**src/rtl/rf_pkg.sv**
```systemverilog
// Shared register-file definitions: widths, requester indices and the write-port bundle.
package rf_pkg;

    localparam int unsigned DATA_WIDTH = 32;
    localparam int unsigned ADDR_WIDTH = 5;
    localparam int unsigned NUM        = 32;

    typedef enum logic {
        REQ_ALU = 1'b0,
        REQ_LD  = 1'b1
    } req_idx_t;

    typedef struct packed {
        logic                  wen;
        logic [ADDR_WIDTH-1:0] waddr;
        logic [DATA_WIDTH-1:0] wdata;
    } rf_wr_t;

endpackage

```
**src/rtl/rf_wb_arbiter_rr_arb2.sv**
```systemverilog
// Two-input arbiter producing a one-hot grant. RF_WB_RR_EN selects round-robin
// (with last_grant state); otherwise requester 1 has fixed priority.
module rr_arb2 (
    input  logic       clk,
    input  logic       rst,
    input  logic [1:0] valid,
    output logic [1:0] grant_c
);

`ifdef RF_WB_RR_EN
    // PRI0 means port 1 was granted last, so port 0 is favoured next.
    typedef enum logic {
        PRI1 = 1'b0,
        PRI0 = 1'b1
    } arb_state_t;

    arb_state_t state_q, state_d;

    always_ff @(posedge clk) begin
        if (rst) state_q <= PRI0;
        else     state_q <= state_d;
    end

    always_comb begin
        grant_c = 2'b00;
        state_d = state_q;
        if (valid[0] && (!valid[1] || state_q == PRI0)) grant_c = 2'b01;
        else if (valid[1])                              grant_c = 2'b10;
        if (grant_c[0])      state_d = PRI1;
        else if (grant_c[1]) state_d = PRI0;
    end
`else
    logic unused_clk_rst;
    assign unused_clk_rst = clk ^ rst;

    always_comb begin
        grant_c = 2'b00;
        if (valid[1])      grant_c = 2'b10;
        else if (valid[0]) grant_c = 2'b01;
    end
`endif

endmodule

```
**src/rtl/rf_wb_arbiter.sv**
```systemverilog
// Writeback arbiter sharing the register-file write port between ALU and load paths.
// Arbitration policy selected by RF_WB_RR_EN (round-robin) or fixed load priority.
module rf_wb_arbiter #(
    parameter int unsigned DATA_WIDTH = rf_pkg::DATA_WIDTH,
    parameter int unsigned ADDR_WIDTH = rf_pkg::ADDR_WIDTH,
    parameter int unsigned CNT_WIDTH  = 16
) (
    input  logic                  clk,
    input  logic                  rst,
    input  logic                  req0_valid,
    output logic                  req0_ready,
    input  logic [ADDR_WIDTH-1:0] req0_addr,
    input  logic [DATA_WIDTH-1:0] req0_data,
    input  logic                  req1_valid,
    output logic                  req1_ready,
    input  logic [ADDR_WIDTH-1:0] req1_addr,
    input  logic [DATA_WIDTH-1:0] req1_data,
    output logic                  wen,
    output logic [ADDR_WIDTH-1:0] waddr,
    output logic [DATA_WIDTH-1:0] wdata,
    output logic [CNT_WIDTH-1:0]  cnt0,
    output logic [CNT_WIDTH-1:0]  cnt1
);
    import rf_pkg::*;

    logic [1:0] grant_c;
    logic       hs0_c;
    logic       hs1_c;

    rr_arb2 u_arb (
        .clk     (clk),
        .rst     (rst),
        .valid   ({req1_valid, req0_valid}),
        .grant_c (grant_c)
    );

    // Readies are suppressed during reset so nothing is accepted or counted.
    assign req0_ready = grant_c[REQ_ALU] & ~rst;
    assign req1_ready = grant_c[REQ_LD]  & ~rst;
    assign hs0_c      = req0_valid & req0_ready;
    assign hs1_c      = req1_valid & req1_ready;

    // Output stage: register the winner; writes to register 0 are dropped here.
    always_ff @(posedge clk) begin
        if (rst) begin
            wen   <= 1'b0;
            waddr <= '0;
            wdata <= '0;
        end else begin
            wen <= 1'b0;
            if (hs0_c) begin
                wen   <= (req0_addr != '0);
                waddr <= req0_addr;
                wdata <= req0_data;
            end else if (hs1_c) begin
                wen   <= (req1_addr != '0);
                waddr <= req1_addr;
                wdata <= req1_data;
            end
        end
    end

    // Saturating accepted-handshake counters.
    always_ff @(posedge clk) begin
        if (rst) begin
            cnt0 <= '0;
            cnt1 <= '0;
        end else begin
            if (hs0_c && cnt0 != '1) cnt0 <= cnt0 + CNT_WIDTH'(1);
            if (hs1_c && cnt1 != '1) cnt1 <= cnt1 + CNT_WIDTH'(1);
        end
    end

endmodule
```
**config.mk**
```make
export PLATFORM = sky130hd
export DESIGN_NAME = rf_wb_arbiter
export DESIGN_NICKNAME = d
export VERILOG_FILES = /design/src/rtl/rf_pkg.sv /design/src/rtl/rf_wb_arbiter_rr_arb2.sv /design/src/rtl/rf_wb_arbiter.sv
export SDC_FILE = /design/constraint.sdc
export NUM_CORES = 1
export LEC_CHECK = 0
export CAP_MARGIN = 30
export CORE_MARGIN = 2
export CORE_UTILIZATION = 39
export CTS_BUF_LIST = sky130_fd_sc_hd__clkbuf_4
export CTS_CLUSTER_DIAMETER = 150
export DETAILED_ROUTE_END_ITERATION = 7
export PLACE_DENSITY = 0.81
export SYNTH_ARGS = -nofsm -noshare
export SYNTH_HDL_FRONTEND = slang
export SYNTH_HIERARCHICAL = 1
export SYNTH_SLANG_ARGS = --single-unit
```
**constraint.sdc**
```tcl
create_clock -name clk -period 2.32 [get_ports clk]
set_clock_uncertainty 0.05 [all_clocks]
set_input_delay 0.58 -clock clk [delete_from_list [all_inputs] [get_ports clk]]
set_output_delay 0.58 -clock clk [all_outputs]
set_load 0.005 [all_outputs]
```
==> impl_metrics.toml <==
[power_and_ir_drop]
p_leak_nw = 1.717
intPower_mw = 1.921
p_clk_share_pct = 35.0
swShare_pct = 22.69
seq_power_share_pct = 50.8
combinationalPowerShare_pct = 14.3
p_switching_mw = 0.5638
vdd_drop_max_v = 0.0002620
power-per-cell-area_nw_per_um2 = 485.4

[routing]
drt_iter0_drc = 113
finalWirelength_um = 10270
dr.pass1.iters = 4
routed_wire_length_per_instance_um = 15.42
drtAntennaViolNets = 0
drc = 0
via_per_inst = 5.514
num_vias = 3672

[clock_network]
cts_buffers = 9
cts_buffer_depth = 2
cts.sinks = 70
clk_pin_slew_ps = 110
clk_latency_ps = 390
root_buffer = "clkbuf_4"
htreeDepth = 3
cts_tree = "built"

[yosys]
syn_area_um2 = 3281
synth_fp_nets = 488
yosys_warnings = 6
async_flop_share_pct = 0
syn_inst = 408
synth-seq-cells = 70
synth_edf_count = 0
ys_seq_area_share_pct = 42.72
synthTopCellsByCount = "84 x nand2_1, 70 x dfxtp_1, 41 x nor2_1"
synth_flop_cell = "dfxtp_1"
avgSynthCellArea_um2 = 8.041
synth_cell_type_count = 37
yosys.area.top_type = "dfxtp_1"
yosysMostFrequentCell = "nand2_1"
yosysTopAreaCellShare_pct = 42.72
synth_area_leaders = "dfxtp_1 43%, a311oi_1 10%, nand2_1 9.6%"

[worst_setup_path]
arrival_ps = 2520
critical_path_class = "in2reg"
required_ps = 2600
end_kind = "flip-flop"
cp-start-kind = "input port"
crit_fanout = 6

[status]
status = "finished clean"

[sta]
setup_viol = 0
drv_slew = 0
fin_crit_ps = 2240
final.period_utilization_pct = 96.55
hold_viol = 0
relSlewSlack_pct = 69.22
fmax_mhz = 446.5
holdWs_ps = 440.0
tightest_slew_ps = 457.8
rsz0062_at_grt = "no"
finalSetupTns_ps = 0

[global_routing]
gr-usage-all-layers_pct = 22.31
grt_pass1_vias = 3437
antenna_found_initial = 0
grt_max_degree = 47
gr-total-overflow = 0
grt_pass1_wl_um = 16040

[final_layout]
seq_area_um2 = 1401
n_antenna_cell = 0
syn_to_final_growth_pct = 56.03
fill_cells = 716
design_area_um2 = 5119
drive_above_1_share_pct = 8.021
layout.nets = 636
fin_util_pct = 62.61
multi_input_area_um2 = 1753

[floorplan]
rows = 33
die_h_um = 95.72
ioPinCount = 150
fp.dieArea_um2 = 9161
die_w_um = 95.72
core_area_um2 = 8175
initial_core_util_pct = 40.13

[place]
gp_congestion = 0.8678
dpl_cell_area_um2 = 4936
io_buffer_count = 149
dp_hpwl_um = 7495

[hold_path]
hp-class = "reg2reg"

[flow_run]
maxCapViolCount = 0
==> through the flow <==
stage               total power, mW  std cells  worst slack [ps]
detailed placement            1.642        649            -442.1
finish                        2.484        666             80.13
CTS                           2.513        666             23.78
global placement              1.633        649            -356.7
global route                  2.600        666             21.68
floorplan                     1.392        408             108.6
==> routing by layer <==
layer  vias to the layer above  global-route usage, %  part of all wire (%)
li1                       1813                      -                     -
met1                      1718                  26.46                    41
met2                       127                  37.76                    50
met5                         -                      0                     0
met3                        14                  8.301                   8.4
met4                         0                  6.310                   1.1
==> cells by family after synthesis <==
group	count (synthesis)	synth area share [%]
flops	70	42.72
mux	2	0.6865
simple gates	196	29.10
compound gates	101	22.08
fa+ha+maj	2	0.7627
buf+inv	37	4.653
==> cells in the final DEF (no fill, tap or decap), types with 3 or more instances in the layout <==
cell and count:
clkbuf_4 11, o311ai_1 5, o41ai_1 5, and3_1 3, or4_1 13, o31ai_1 12
nand3_1 7, o21ai_0 3, a21oi_1 23, nor4_2 3, nor2_1 41, o21ai_1 11
buf_4 18, nand4_1 12, clkdlybuf4s50_1 146, nor2b_1 5, a311oi_1 38, inv_1 4
dfxtp_1 70, or3_1 10, nand2_1 84, nand3b_1 3
==> path summary, 6_finish.rpt <==
path | from | cells past startpoint | slack (ps) | end
worst max-delay path | req0_valid | 7 | 80 | cnt0[13]
worst max register to register | cnt1[0] | 6 | 370 | cnt1[3]
worst min register to register | wdata[17] | 2 | 440 | wdata[17]
worst min-delay path | wdata[17] | 2 | 440 | wdata[17]
==> what timing repair did <==
action,4_1_cts,5_1_grt
endpoints found under the setup margin,3,17
pin swaps,1,0
cloned,0,0
hold buffers,0,0
gates resized for setup,4,3
setup buffers,1,0
==> layout make-up <==
| class | count | area share [%] |
|---|---|---|
| inverter | 4 | 0.2933 |
| tap | 105 | 2.567 |
| timing repair buffer | 170 | 32.46 |
| clock inverter | 5 | 1.442 |
| clock buffer | 11 | 1.613 |
| sequential | 70 | 27.38 |
| multi-input combinational | 301 | 34.25 |
==> flip-flops by register name, indices dropped and copies added, names as in the netlist <==
name	cells
cnt0	16
cnt1	16
waddr	5
wdata	32
wen	1
==> critical path: stages <==
cell and delay, ps:
clkdlybuf4s50_1 480, nor2b_4 140, buf_4 120, nand3b_4 80
or4_4 460, or4_1 500, a21oi_2 150
==> power groups by stage <==
stage	clock, mW	sequential [mW]	combinational, mW
finish	0.868	1.26	0.354
CTS	0.896	1.26	0.356
detailed placement	0	1.29	0.354
global route	0.950	1.27	0.383
floorplan	0	1.29	0.101
global placement	0	1.29	0.346
Note: power is estimated with default switching activity, not from simulation.
